**src/rtl/axi_wr_seq_pkg.sv**
```systemverilog
// Shared types and constants for the AXI write-burst sequencer.
// Holds the FSM state encoding, AXI burst/response codes and the B-response merge rule.
package axi_wr_seq_pkg;

    typedef enum logic [2:0] {
        ST_IDLE,
        ST_CALC,
        ST_AW,
        ST_W,
        ST_B,
        ST_DONE
    } state_t;

    localparam logic [1:0] AXI_BURST_INCR = 2'b01;

    localparam logic [1:0] RESP_OKAY   = 2'b00;
    localparam logic [1:0] RESP_EXOKAY = 2'b01;
    localparam logic [1:0] RESP_SLVERR = 2'b10;
    localparam logic [1:0] RESP_DECERR = 2'b11;

    // The first non-OKAY response of a command sticks; later ones are ignored.
    function automatic logic [1:0] resp_merge(input logic [1:0] acc, input logic [1:0] resp);
        return (acc == RESP_OKAY) ? resp : acc;
    endfunction

endpackage

```
**src/rtl/axi_wr_seq_burst_calc.sv**
```systemverilog
// Combinational burst sizing: picks the next burst length from the remaining beats,
// the per-burst cap and the distance to the next 4KB boundary.
module axi_wr_seq_burst_calc #(
    parameter int ADDR_WIDTH = 16,
    parameter int DATA_WIDTH = 32,
    parameter int MAX_BEATS  = 16,
    parameter int REM_WIDTH  = 9,
    parameter int LEN_WIDTH  = 9
) (
    input  logic [ADDR_WIDTH-1:0] i_addr,
    input  logic [REM_WIDTH-1:0]  i_rem,
    output logic [LEN_WIDTH-1:0]  o_len,
    output logic [ADDR_WIDTH-1:0] o_next_addr,
    output logic [REM_WIDTH-1:0]  o_next_rem
);

    localparam int BYTES = DATA_WIDTH / 8;
    localparam int SIZE  = $clog2(BYTES);
    localparam int CW    = (REM_WIDTH > 13) ? REM_WIDTH : 13;

    logic [12:0]   w_room_bytes;
    logic [CW-1:0] w_room_beats;
    logic [CW-1:0] w_rem_ext;
    logic [CW-1:0] w_min;

    always_comb begin
        w_room_bytes = 13'd4096 - {1'b0, i_addr[11:0]};
        w_room_beats = CW'(w_room_bytes >> SIZE);
        w_rem_ext    = CW'(i_rem);
        w_min        = (w_rem_ext < CW'(MAX_BEATS)) ? w_rem_ext : CW'(MAX_BEATS);
        if (w_room_beats < w_min) begin
            w_min = w_room_beats;
        end
    end

    // The minimum never exceeds MAX_BEATS (<= 256), so it always fits LEN_WIDTH.
    assign o_len       = LEN_WIDTH'(w_min);
    assign o_next_addr = i_addr + (ADDR_WIDTH'(o_len) << SIZE);
    assign o_next_rem  = i_rem - REM_WIDTH'(o_len);

endmodule

```
**src/rtl/axi_wr_burst_seq.sv**
```systemverilog
// AXI write-burst sequencer: splits one command into legal INCR bursts, one outstanding,
// and merges all B responses into a single completion. Optional B timeout: AXI_WR_SEQ_BTIMEOUT_EN.
module axi_wr_burst_seq
    import axi_wr_seq_pkg::*;
#(
    parameter int ADDR_WIDTH     = 16,
    parameter int DATA_WIDTH     = 32,
    parameter int ID_WIDTH       = 4,
    parameter int MAX_BEATS      = 16,
    parameter int CMD_LEN_WIDTH  = 8,
    parameter int TIMEOUT_CYCLES = 1024
) (
    input  logic                    clk,
    input  logic                    rst,
    input  logic                    cmd_valid,
    output logic                    cmd_ready,
    input  logic [ADDR_WIDTH-1:0]   cmd_addr,
    input  logic [CMD_LEN_WIDTH-1:0] cmd_beats,
    input  logic [ID_WIDTH-1:0]     cmd_id,
    input  logic                    wd_valid,
    output logic                    wd_ready,
    input  logic [DATA_WIDTH-1:0]   wd_data,
    input  logic [DATA_WIDTH/8-1:0] wd_strb,
    output logic                    done_valid,
    output logic [1:0]              done_resp,
    output logic                    done_err,
    output logic                    done_timeout,
    output logic                    awvalid,
    input  logic                    awready,
    output logic [ADDR_WIDTH-1:0]   awaddr,
    output logic [ID_WIDTH-1:0]     awid,
    output logic [7:0]              awlen,
    output logic [2:0]              awsize,
    output logic [1:0]              awburst,
    output logic                    wvalid,
    input  logic                    wready,
    output logic [DATA_WIDTH-1:0]   wdata,
    output logic [DATA_WIDTH/8-1:0] wstrb,
    output logic                    wlast,
    input  logic                    bvalid,
    output logic                    bready,
    input  logic [ID_WIDTH-1:0]     bid,
    input  logic [1:0]              bresp
);

    localparam int BYTES     = DATA_WIDTH / 8;
    localparam int SIZE      = $clog2(BYTES);
    localparam int REM_WIDTH = CMD_LEN_WIDTH + 1;
    localparam int LEN_WIDTH = 9;
    localparam int EW        = ADDR_WIDTH + REM_WIDTH + SIZE + 1;

    if (DATA_WIDTH < 8 || (DATA_WIDTH & (DATA_WIDTH - 1)) != 0 || MAX_BEATS < 1 ||
        MAX_BEATS > 256 || TIMEOUT_CYCLES < 1 || ADDR_WIDTH < 12) begin : g_param_err
        $error("axi_wr_burst_seq: illegal parameter set");
    end

    state_t                 r_state;
    logic [ADDR_WIDTH-1:0]  r_addr;
    logic [REM_WIDTH-1:0]   r_rem;
    logic [ID_WIDTH-1:0]    r_id;
    logic [1:0]             r_resp;
    logic                   r_err;
    logic [LEN_WIDTH-1:0]   r_len;
    logic [LEN_WIDTH-1:0]   r_beat;

    logic [LEN_WIDTH-1:0]   w_len;
    logic [ADDR_WIDTH-1:0]  w_next_addr;
    logic [REM_WIDTH-1:0]   w_next_rem;
    logic                   w_st_w;
    logic                   w_last;

`ifdef AXI_WR_SEQ_BTIMEOUT_EN
    localparam int TW = $clog2(TIMEOUT_CYCLES + 1);
    logic [TW-1:0]          r_tcnt;
    logic                   r_timeout;
`endif

    axi_wr_seq_burst_calc #(
        .ADDR_WIDTH (ADDR_WIDTH),
        .DATA_WIDTH (DATA_WIDTH),
        .MAX_BEATS  (MAX_BEATS),
        .REM_WIDTH  (REM_WIDTH),
        .LEN_WIDTH  (LEN_WIDTH)
    ) u_calc (
        .i_addr      (r_addr),
        .i_rem       (r_rem),
        .o_len       (w_len),
        .o_next_addr (w_next_addr),
        .o_next_rem  (w_next_rem)
    );

    assign w_st_w = (r_state == ST_W);
    assign w_last = (r_beat == r_len - LEN_WIDTH'(1));

    always_ff @(posedge clk) begin
        if (rst) begin
            r_state <= ST_IDLE;
            r_addr  <= '0;
            r_rem   <= '0;
            r_id    <= '0;
            r_resp  <= RESP_OKAY;
            r_err   <= 1'b0;
            r_len   <= '0;
            r_beat  <= '0;
`ifdef AXI_WR_SEQ_BTIMEOUT_EN
            r_tcnt    <= '0;
            r_timeout <= 1'b0;
`endif
        end else begin
            case (r_state)
                ST_IDLE: begin
                    if (cmd_valid) begin
                        r_addr  <= cmd_addr;
                        r_rem   <= {1'b0, cmd_beats} + REM_WIDTH'(1);
                        r_id    <= cmd_id;
                        r_resp  <= RESP_OKAY;
                        r_err   <= 1'b0;
`ifdef AXI_WR_SEQ_BTIMEOUT_EN
                        r_timeout <= 1'b0;
`endif
                        r_state <= ST_CALC;
                    end
                end
                ST_CALC: begin
                    r_len   <= w_len;
                    r_beat  <= '0;
`ifdef AXI_WR_SEQ_BTIMEOUT_EN
                    r_tcnt  <= '0;
`endif
                    r_state <= ST_AW;
                end
                ST_AW: begin
                    if (awready) begin
                        r_state <= ST_W;
                    end
                end
                ST_W: begin
                    if (wd_valid && wready) begin
                        r_beat <= r_beat + LEN_WIDTH'(1);
                        if (w_last) begin
                            r_state <= ST_B;
                        end
                    end
                end
                ST_B: begin
                    // Address/remaining advance only once the burst is acknowledged.
                    if (bvalid) begin
                        r_resp  <= resp_merge(r_resp, bresp);
                        r_err   <= r_err | (bid != r_id);
                        r_addr  <= w_next_addr;
                        r_rem   <= w_next_rem;
                        r_state <= (w_next_rem == '0) ? ST_DONE : ST_CALC;
                    end
`ifdef AXI_WR_SEQ_BTIMEOUT_EN
                    else if (r_tcnt == TW'(TIMEOUT_CYCLES - 1)) begin
                        r_resp    <= RESP_SLVERR;
                        r_timeout <= 1'b1;
                        r_state   <= ST_DONE;
                    end else begin
                        r_tcnt <= r_tcnt + TW'(1);
                    end
`endif
                end
                ST_DONE: begin
                    r_state <= ST_IDLE;
                end
                default: begin
                    r_state <= ST_IDLE;
                end
            endcase
        end
    end

    assign cmd_ready = (r_state == ST_IDLE) && !rst;
    assign bready    = ((r_state == ST_IDLE) || (r_state == ST_B)) && !rst;

    assign awvalid = (r_state == ST_AW);
    assign awaddr  = awvalid ? r_addr : '0;
    assign awid    = awvalid ? r_id : '0;
    assign awlen   = awvalid ? 8'(r_len - LEN_WIDTH'(1)) : 8'd0;
    assign awsize  = awvalid ? 3'(SIZE) : 3'd0;
    assign awburst = awvalid ? AXI_BURST_INCR : 2'b00;

    assign wvalid   = w_st_w && wd_valid;
    assign wd_ready = w_st_w && wready;
    assign wdata    = w_st_w ? wd_data : '0;
    assign wstrb    = w_st_w ? wd_strb : '0;
    assign wlast    = w_st_w && w_last;

    assign done_valid = (r_state == ST_DONE);
    assign done_resp  = done_valid ? r_resp : RESP_OKAY;
    assign done_err   = done_valid && r_err;
`ifdef AXI_WR_SEQ_BTIMEOUT_EN
    assign done_timeout = done_valid && r_timeout;
`else
    assign done_timeout = 1'b0;
`endif

    // One extra bit above the address width exposes a wrap past the top of memory.
    logic [EW-1:0] w_cmd_end;
    assign w_cmd_end = EW'(cmd_addr) + ((EW'(cmd_beats) + EW'(1)) << SIZE);

    a_cmd_aligned: assert property (@(posedge clk) disable iff (rst)
        (cmd_valid && cmd_ready) |-> ((cmd_addr & ADDR_WIDTH'(BYTES - 1)) == '0));
    a_cmd_no_wrap: assert property (@(posedge clk) disable iff (rst)
        (cmd_valid && cmd_ready) |-> (w_cmd_end <= (EW'(1) << ADDR_WIDTH)));

endmodule

```
**config.mk**
```make
export PLATFORM = sky130hd
export DESIGN_NAME = axi_wr_burst_seq
export DESIGN_NICKNAME = d
export VERILOG_FILES = /design/src/rtl/axi_wr_seq_pkg.sv /design/src/rtl/axi_wr_seq_burst_calc.sv /design/src/rtl/axi_wr_burst_seq.sv
export SDC_FILE = /design/constraint.sdc
export NUM_CORES = 1
export LEC_CHECK = 0
export BUFFER_PORTS_ARGS = -buffer_cell sky130_fd_sc_hd__buf_2
export CORE_UTILIZATION = 40
export DETAILED_ROUTE_END_ITERATION = 10
export PLACE_DENSITY_LB_ADDON = 0.1
export SYNTH_ARGS = -nofsm -noshare
export SYNTH_HDL_FRONTEND = slang
export SYNTH_SLANG_ARGS = --single-unit
```
**constraint.sdc**
```tcl
create_clock -name clk -period 11.1 [get_ports clk]
set_clock_uncertainty 0.1 [all_clocks]
set_input_delay 1.11 -clock clk [delete_from_list [all_inputs] [get_ports clk]]
set_output_delay 1.11 -clock clk [all_outputs]
set_load 0.005 [all_outputs]
```
==> flow_summary.json, run 1 <==
{
  "outcome": "finished clean",
  "hold_depth": 2,
  "io_pins": 157,
  "grt_pass1_wl_microns": 21700,
  "synth_area_leaders": "dfxtp_1, ha_1, xnor2_1",
  "cts_root_buf": "clkbuf_16",
  "netlist_area_sq_um": 4530,
  "cap_violations": 0,
  "relSlewSlack_pct": 32.7,
  "final_hold_viol_count": 0,
  "async_reset_ff_share_pct": 0,
  "num_rows": 38,
  "gp_congestion": 0.890,
  "max_stage_delay_ns": 0.60,
  "synth_flop_cell": "dfxtp_1",
  "worst_slack_ns": 5.35,
  "fp.dieH_microns": 108,
  "worstPathRequired_ns": 11.19,
  "cts_buffers": 5,
  "cpMostUsedCell": "a21oi_1",
  "use_met3_pct": 3.01,
  "clkTransAtPathRegs_ns": 0.08,
  "cts_setup_buffers": 0,
  "synthToLayoutAreaGrowth_pct": 21.6,
  "synth_edf_count": 0,
  "grt_overflow": 0,
  "cts_tree": "built",
  "cp_slowest_cell": "or4_1",
  "critPathTopFamily": "compound AO/OA/AOI/OAI gates",
  "vias_per_cell": 5.43,
  "final_nets": 840,
  "synth_warnings": 0,
  "drive_above_1_share_pct": 25.4,
  "crit_path_max_fanout": 10,
  "synth_cell_types": 68,
  "min_path_type": "register to register",
  "syn_inst": 604,
  "ctsLongestPathBuffers": 2,
  "cts_hold_buf": 0,
  "yosys.cell_count.top_type": "nand2_1",
  "ff2ff_setup_slack_ns": 5.35,
  "vias": 4758,
  "worstHoldEndpoint": "r_id[2]$_SDFFE_PP0P_",
  "fin_crit_sh_pct": 51.8,
  "diodes": 0,
  "portBuffers": 152,
  "insertion_delay_ns": 0.30,
  "cts_sinks": 53,
  "die-area_sq_um": 11700,
  "drtIter0Drc": 294,
  "avgRoutedWirePerCell_microns": 15.6,
  "critical_path_buf_inv_count": 1,
  "p_leak_nw": 2.62,
  "fin_crit_ns": 5.75,
  "crit_chain": "or4_1 > nor3_2 > xnor2_1 > ha_1 > a21oi_1 > o21ai_0 > a221oi_4 > and2_1 > nor2_1 > a21oi_1 > inv_1 > fa_1 > a21o_1 > a21oi_1 > o21bai_1 > a21oi_1 > o21bai_1 > a21oi_1 > nor2b_1 > o21ai_0 > o31ai_1 > o2bb2ai_1",
  "grt_setup_unrepaired": "false",
  "drc_errors": 0,
  "start_kind": "register",
  "tns_ns": 0,
  "end_kind": "register",
  "grt_use_total_pct": 23.6,
  "htreeDepth": 2,
  "routed_wl_microns": 13700,
  "fin_util_pct": 50.4,
  "power.density_nw_per_um2": 144,
  "synth-seq-cells": 53,
  "r2r_end": "r_addr[12]$_SDFFE_PP0P_",
  "max_clock_freq_mhz": 174,
  "coreArea_sq_um": 10900,
  "grt_util_met1_pct": 31.3,
  "yosysTopAreaCell": "dfxtp_1",
  "slew_violations": 0,
  "ant_nets": 0,
  "dpl.hpwl_microns": 10700,
  "grt_max_degree": 45,
  "r2r_cells": 22,
  "place_ws_ns": 5.43,
  "ir_worst_vdd_mv": 0.0831,
  "synth.avg_cell_area_sq_um": 7.50,
  "critical_path_class": "register to register",
  "min_from": "r_id[2]$_SDFFE_PP0P_",
  "first_pass_iters": 6,
  "use_met2_pct": 40.6,
  "grt_pass1_vias": 4291,
  "synth_common_cells": "nand2_1, dfxtp_1, nor2_1",
  "cts_resized": 0,
  "worstReg2RegStart": "r_addr[3]$_SDFFE_PP0P_",
  "tightest_slew_ns": 1.01,
  "synth_top_area_share_pct": 23.4,
  "grt-busiest-layer": "met2",
  "setup_viol": 0,
  "antenna_found_initial": 0,
  "cp.arrival_ns": 5.84,
  "synth_seq_area_share_pct": 23.4,
  "start_util_pct": 41.4,
  "die_x_microns": 108
}
worst reg2reg max path: cells and delay by family, from the launching register on:
kind / cells / cell delay [ns]
compound gates: 13 / 2.68
xor+xnor: 1 / 0.19
fa+ha+maj: 2 / 0.74
buf+inv: 1 / 0.17
flops: 1 / 0.41
simple gates: 5 / 1.35
cells by family after synthesis:
logic type      Yosys count  synth area share, %
mux                       1                0.221
buf+inv                  66                 6.30
other cells               2                0.166
fa+ha+maj                29                 8.26
xor+xnor                 52                 10.2
simple gates            269                 31.1
compound gates          132                 20.3
flops                    53                 23.4
per-stage QoR:
step / cell area, sq um / hold WS [ns] / power (mW) / cells
5_1_grt: 5510 / 0.418 / 0.852 / 877
6_report: 5510 / 0.385 / 0.791 / 877
2_1_floorplan: 4550 / 0.346 / 0.521 / 610
3_5_place_dp: 5360 / 0.374 / 0.624 / 869
4_1_cts: 5510 / 0.384 / 0.793 / 877
3_3_place_gp: 5360 / 0.366 / 0.622 / 869
cell usage in the layout (no fill, tap or decap), drive strengths merged, types with 3 or more instances in the layout:
cell / Yosys / routed
a211oi: 4 / 4
a21o: 5 / 5
a21oi: 38 / 38
a22oi: 3 / 3
a311oi: 9 / 9
a31oi: 7 / 7
a32o: 5 / 5
and2: 43 / 43
and3: 27 / 27
buf: 13 / 158
clkbuf: 26 / 5
conb: 2 / 8
dfxtp: 53 / 53
ha: 25 / 25
inv: 27 / 28
nand2: 81 / 81
nand2b: 5 / 5
nand3: 15 / 15
nand4: 6 / 6
nor2: 45 / 45
nor2b: 3 / 3
nor3: 15 / 15
nor4: 12 / 12
o2111ai: 5 / 5
o211ai: 6 / 6
o21a: 3 / 3
o21ai: 26 / 26
o21bai: 5 / 5
o31ai: 4 / 4
or3: 4 / 4
or4: 4 / 4
xnor2: 35 / 35
xor2: 17 / 17
metal layers:
metal,vias up,part of all wire (%),wire [microns]
met3,16,5.5,756
met2,169,48,6510
li1,2384,-,-
met1,2189,46,6250
met5,-,0,0
met4,0,1.2,167
layout make-up:
class                   count  area (sq um)
fillers                  1113          5430
multi-input cells         491          3210
flip-flops and latches     53          1060
repair buffers            158           806
well taps                 140           175
clock buffers               5           125
inverters                  27           101
clock inverters             3          26.3
sequential cells by signal (all words and copies together), names as in the netlist:
name / count
r_len: 9
r_err: 1
r_state: 3
r_id: 4
r_addr: 16
r_resp: 2
r_rem: 9
r_beat: 9
worst max-delay path by stage:
| stage | startpoint | end | cells after the start |
|---|---|---|---|
| 6_report | r_addr[3]$_SDFFE_PP0P_ | r_addr[12]$_SDFFE_PP0P_ | 22 |
| 5_1_grt | r_addr[3]$_SDFFE_PP0P_ | r_addr[14]$_SDFFE_PP0P_ | 22 |
| 4_1_cts | r_addr[3]$_SDFFE_PP0P_ | r_addr[12]$_SDFFE_PP0P_ | 22 |
| 3_5_place_dp | r_addr[3]$_SDFFE_PP0P_ | r_addr[12]$_SDFFE_PP0P_ | 22 |
| 3_3_place_gp | r_addr[3]$_SDFFE_PP0P_ | r_addr[12]$_SDFFE_PP0P_ | 22 |
| 2_1_floorplan | r_addr[3]$_SDFFE_PP0P_ | r_addr[14]$_SDFFE_PP0P_ | 22 |
report_power, final:
group,internal [mW],switching (mW)
Combinational,0.160,0.227
Sequential,0.207,0.0333
Clock,0.0855,0.0794
Total,0.452,0.339
Note: power is estimated with default switching activity, not from simulation.
==> inputs of run 2 (changes only) <==
clock period = 4.89 ns   (was 11.1 ns; I/O delays follow)
==> run 2 against run 1 <==
Effect of this change: worst hold slack got worse by 0.062 ns; sequential power rose by 120%; non-clock buffer count rose by 40; flip-flop and latch count did not move; critical endpoint is now r_addr[13]$_SDFFE_PP0P_; routed wire length rose by 7.2%; combinational power rose to 2.9 times the previous value; final cell count rose by 4.6%; via count rose by 4.7%; global-route usage rose by 1.3 points; power rose to 2.5 times the previous value.
==> flow_summary.json, run 2 (same netlist as run 1, synthesis figures left out) <==
{
  "grt_max_degree": 45,
  "r2r_cells": 22,
  "routed_wl_microns": 14700,
  "largest_reg_flops": 16,
  "relSlewSlack_pct": 27.7,
  "worstPathRequired_ns": 5.02,
  "ff2ff_setup_slack_ns": 0.007,
  "cts_buffers": 5,
  "drive_above_1_share_pct": 35.1,
  "post-route-cell-area_sq_um": 6050,
  "ctsLongestPathBuffers": 2,
  "fill_cells": 1097,
  "start_kind": "register",
  "hold_depth": 3,
  "r2r_end": "r_addr[13]$_SDFFE_PP0P_",
  "cap_violations": 0,
  "tightest_slew_ns": 1.08,
  "drtIter0Drc": 333,
  "grt_use_total_pct": 24.9,
  "mostFrequentLayoutCell": "buf_2",
  "outcome": "finished clean",
  "grt_pass1_wl_microns": 22700,
  "portBuffers": 152,
  "die_x_microns": 108,
  "ant_nets": 0,
  "worstHoldEndpoint": "r_addr[1]$_SDFFE_PP0P_",
  "grt_setup_unrepaired": "true",
  "num_rows": 38,
  "finalPower_mw": 2.01,
  "clkTransAtPathRegs_ns": 0.07,
  "ir_worst_vdd_mv": 0.176,
  "critical_path_class": "register to register",
  "final_nets": 880,
  "diodes": 0,
  "vias": 4984,
  "dpl.hpwl_microns": 11200,
  "min_path_type": "input pin to register",
  "crit_path_max_fanout": 5,
  "fin_util_pct": 55.3,
  "final_cell_mix": "buf_2, nand2_1, dfxtp_1",
  "power.density_nw_per_um2": 333,
  "cp.arrival_ns": 5.01,
  "grt_pass1_vias": 4571,
  "fin_crit_ns": 4.88,
  "final_hold_viol_count": 0,
  "detailed_place.area_sq_um": 5600,
  "synthToLayoutAreaGrowth_pct": 33.5,
  "coreArea_sq_um": 10900,
  "first_pass_iters": 4,
  "avgRoutedWirePerCell_microns": 16.0,
  "fp.dieH_microns": 108,
  "cts_root_buf": "clkbuf_16",
  "io_pins": 157,
  "antenna_found_initial": 0,
  "cts_tree": "built",
  "end_kind": "register",
  "slew_violations": 0,
  "p_leak_nw": 2.87,
  "min_from": "cmd_addr[1]",
  "htreeDepth": 2,
  "start_util_pct": 41.4,
  "insertion_delay_ns": 0.30,
  "largest-register": "r_addr",
  "fin_crit_sh_pct": 99.9,
  "vias_per_cell": 5.44,
  "gp_congestion": 0.886,
  "worstReg2RegStart": "r_addr[0]$_SDFFE_PP0P_",
  "die-area_sq_um": 11700,
  "grt_overflow": 0,
  "drc_errors": 0,
  "max_clock_freq_mhz": 205,
  "setup_viol": 0,
  "cts_sinks": 53
}
==> run 2: changes by cell type in the layout (fill, tap and decap cells not counted), moves of 3 or more <==
cell,previous run,this run
nand2_2,1,4
xnor2_2,1,4
nand2_1,79,76
xnor2_1,34,31
o21ai_0,23,17
o21ai_2,0,6
ha_1,25,22
a21oi_2,0,10
a21oi_1,38,28
buf_4,6,46
==> run 2: timing repair <==
action / in CTS / in global routing
cloned: 0 / 0
gates resized for setup: 11 / 40
pin swaps: 5 / 30
setup buffers: 1 / 11
endpoints found under the setup margin: 12 / 14
hold endpoints to repair: 0 / 0
hold buffers: 0 / 0
==> run 2: worst max path at each step <==
stage / from / to / slack (ns) / depth (start not counted)
final: r_addr[0]$_SDFFE_PP0P_ / r_addr[13]$_SDFFE_PP0P_ / 0.007 / 22
after global routing: r_addr[0]$_SDFFE_PP0P_ / r_addr[13]$_SDFFE_PP0P_ / -0.26 / 22
after CTS: r_addr[2]$_SDFFE_PP0P_ / r_addr[10]$_SDFFE_PP0P_ / 0.03 / 23
after detailed placement: r_addr[2]$_SDFFE_PP0P_ / r_state[2]$_SDFFE_PP0P_ / -0.22 / 18
after global placement: r_addr[2]$_SDFFE_PP0P_ / r_state[2]$_SDFFE_PP0P_ / 0.04 / 18
after floorplan: r_addr[3]$_SDFFE_PP0P_ / r_addr[12]$_SDFFE_PP0P_ / 0.05 / 23
==> run 2: critical path, cell delays in order, from the launching register on <==
cell	delay, ns
dfxtp_4	0.36
or4_4	0.58
nor3_4	0.27
xnor2_2	0.16
ha_1	0.29
a21oi_2	0.14
o21ai_2	0.08
a221oi_4	0.34
and2_4	0.22
nor2_2	0.04
a21oi_2	0.15
inv_2	0.08
ha_4	0.25
a21o_1	0.11
a21oi_2	0.06
o21bai_1	0.20
a21oi_2	0.09
o21bai_1	0.18
a21oi_2	0.10
o21ai_2	0.16
o2111ai_2	0.16
or4_1	0.53
a31oi_1	0.13
==> run 2: power by group <==
| group | internal (mW) | total [mW] | switching (mW) |
|---|---|---|---|
| clock network | 0.204 | 0.376 | 0.172 |
| logic | 0.490 | 1.11 | 0.616 |
| registers | 0.469 | 0.533 | 0.0639 |
| total | 1.16 | 2.01 | 0.851 |
==> run 2: per-stage QoR <==
step	instances	setup WS [ns]	TNS [ns]	hold slack, ns
after floorplan	610	0.0474	0	0.346
after global placement	897	0.0439	0	0.372
after detailed placement	897	-0.223	-1.10	0.377
after CTS	906	0.0285	0	0.324
after global routing	917	-0.261	-1.76	0.330
final	917	0.00660	0	0.323
==> run 2: area by class of cell <==
class	instances	area, sq um	area share [%]
inverter	27	101	1.68
clock buffer	6	139	2.30
timing repair buffer	198	1110	18.3
multi-input combinational	491	3450	57.0
clock inverter	2	13.8	0.228
tap	140	175	2.90
sequential	53	1070	17.6
==> run 2: per-layer routing <==
metal | vias up | track usage, % | share of wire (%)
met1 | 2352 | 33.0 | 43
li1 | 2459 | - | -
met5 | - | 0 | 0
met2 | 150 | 41.3 | 49
met3 | 23 | 3.50 | 6.4
met4 | 0 | 8.30 | 2.0
==> inputs of run 3 (changes only) <==
--- a/config.mk
+++ b/config.mk
@@ -10,3 +10,3 @@
 export DETAILED_ROUTE_END_ITERATION = 10
-export PLACE_DENSITY_LB_ADDON = 0.1
+export PLACE_DENSITY = 0.69
 export SYNTH_ARGS = -nofsm -noshare
==> constraint.sdc (replaced) <==
create_clock -name clk -period 4.89 [get_ports clk]
set_clock_uncertainty 0.1 [all_clocks]
set_input_delay 0.978 -clock clk [delete_from_list [all_inputs] [get_ports clk]]
set_output_delay 0.978 -clock clk [all_outputs]
set_load 0.005 [all_outputs]
==> run 3 against run 2 <==
Effect of this change: critical path depth is the same; clock power is essentially flat; global-route usage shrank 0.52 points; clock-buffer cell count shrank 1; sequential power is essentially flat; first-iteration DRC count shrank 15%; sequential share of layout area grew 0.46 points; core utilization shrank 1.5 points; combinational power shrank 5%; worst hold slack gained 0.061 ns; largest cell class unchanged.
==> flow_summary.json, run 3 (same netlist as run 1, synthesis figures left out) <==
{
  "io_pins": 157,
  "critical_path_class": "register to register",
  "fin_crit_ns": 4.83,
  "cp.arrival_ns": 4.97,
  "min_path_type": "register to register",
  "power.density_nw_per_um2": 334,
  "largest-register": "r_addr",
  "fp.dieH_microns": 108,
  "cts_root_buf": "clkbuf_16",
  "final_hold_viol_count": 0,
  "cts_tree": "built",
  "outcome": "finished clean",
  "final_cell_mix": "buf_2, nand2_1, dfxtp_1",
  "grt_pass1_vias": 4470,
  "grt_overflow": 0,
  "fin_hold_ws_ns": 0.385,
  "vias": 4896,
  "relSlewSlack_pct": 29.2,
  "cap_violations": 0,
  "post-place-cells": 896,
  "cts_sinks": 53,
  "fin_util_pct": 53.8,
  "largest_reg_flops": 16,
  "vias_per_cell": 5.40,
  "fill_cells": 1084,
  "slew_violations": 0,
  "ctsLongestPathBuffers": 2,
  "synthToLayoutAreaGrowth_pct": 30.0,
  "ir_worst_vdd_mv": 0.201,
  "detailed_place.area_sq_um": 5590,
  "cts_buffers": 5,
  "grt_pass1_wl_microns": 22200,
  "p_leak_nw": 2.79,
  "grt_max_degree": 42,
  "end_kind": "register",
  "layoutNonFillerInstCount": 906,
  "tightest_slew_ns": 1.06,
  "drive_above_1_share_pct": 31.7,
  "grt_setup_unrepaired": "true",
  "htreeDepth": 2,
  "ant_nets": 0,
  "num_rows": 38,
  "clkTransAtPathRegs_ns": 0.08,
  "max_clock_freq_mhz": 207,
  "setup_viol": 0,
  "antenna_found_initial": 1,
  "first_pass_iters": 4,
  "cts_hold_buf": 0,
  "gp_congestion": 0.886,
  "insertion_delay_ns": 0.31,
  "coreArea_sq_um": 10900,
  "die-area_sq_um": 11700,
  "min_from": "r_id[1]$_SDFFE_PP0P_",
  "final_nets": 869,
  "worstReg2RegStart": "r_addr[0]$_SDFFE_PP0P_",
  "drtIter0Drc": 284,
  "worstSetupStartpoint": "r_addr[0]$_SDFFE_PP0P_",
  "fin_crit_sh_pct": 98.7,
  "crit_path_max_fanout": 6,
  "portBuffers": 152,
  "diodes": 0,
  "start_kind": "register",
  "die_x_microns": 108,
  "start_util_pct": 41.4,
  "routed_wl_microns": 14600,
  "post-route-cell-area_sq_um": 5890,
  "dpl.hpwl_microns": 11100,
  "drc_errors": 0,
  "worstPathRequired_ns": 5.03,
  "mostFrequentLayoutCell": "buf_2",
  "grt_use_total_pct": 24.3,
  "avgRoutedWirePerCell_microns": 16.1
}
-- run 3: report_power, final --
group / leakage [nW] / switching (mW) / internal, mW
clock network: 0.0738 / 0.185 / 0.191
logic: 2.29 / 0.595 / 0.460
registers: 0.433 / 0.0632 / 0.469
-- run 3: repair_timing --
item                       in CTS  in global routing
cloned                          0                  0
pin swaps                       2                 13
setup endpoints to repair       7                 14
resized for setup              12                 22
buffers inserted                0                  2
-- run 3: layout make-up --
cell class,count,area (sq um),share of cell area [%]
flip-flops and latches,53,1060,18.1
multi-input cells,491,3370,57.2
clock inverters,3,22.5,0.383
clock buffers,5,125,2.13
well taps,140,175,2.98
repair buffers,187,1030,17.5
inverters,27,101,1.72
-- run 3: path summary, 6_finish.rpt --
| kind | slack [ns] | cells past startpoint | end |
|---|---|---|---|
| min | 0.38 | 2 | r_id[1]$_SDFFE_PP0P_ |
| max | 0.06 | 22 | r_addr[13]$_SDFFE_PP0P_ |
| max reg2reg | 0.06 | 22 | r_addr[13]$_SDFFE_PP0P_ |
| min reg2reg | 0.38 | 2 | r_id[1]$_SDFFE_PP0P_ |
-- run 3: metrics by stage --
stage | total power, mW | setup WS, ns | TNS (ns)
final | 1.96 | 0.0632 | 0
after CTS | 1.91 | 0.0127 | 0
after detailed placement | 1.51 | -0.128 | -0.471
after global placement | 1.49 | 0.0228 | 0
after floorplan | 1.20 | 0.0474 | 0
after global routing | 2.10 | -0.278 | -1.76
-- run 3: worst max-delay path, stage by stage (launching register included) --
cell	delay, ns
dfxtp_4	0.37
or4_4	0.59
nor3_4	0.23
xnor2_2	0.15
ha_1	0.28
a21oi_2	0.16
o21ai_2	0.09
a221oi_4	0.36
and2_4	0.22
nor2_2	0.04
a21oi_2	0.15
inv_2	0.10
ha_4	0.27
a21o_1	0.11
a21oi_2	0.06
o21bai_1	0.18
a21oi_2	0.09
o21bai_1	0.18
a21oi_2	0.09
o21ai_1	0.17
o2111ai_2	0.17
or4_1	0.43
a31oi_1	0.15
-- run 3: per-layer routing --
metal	routed length [microns]	vias up	part of all wire (%)	global-route usage (%)
li1	-	2448	-	-
met1	6600	2297	45	32.3
met4	274	2	1.9	9.07
met2	6950	131	48	39.8
met3	749	18	5.1	3.50
met5	13	-	0.089	0
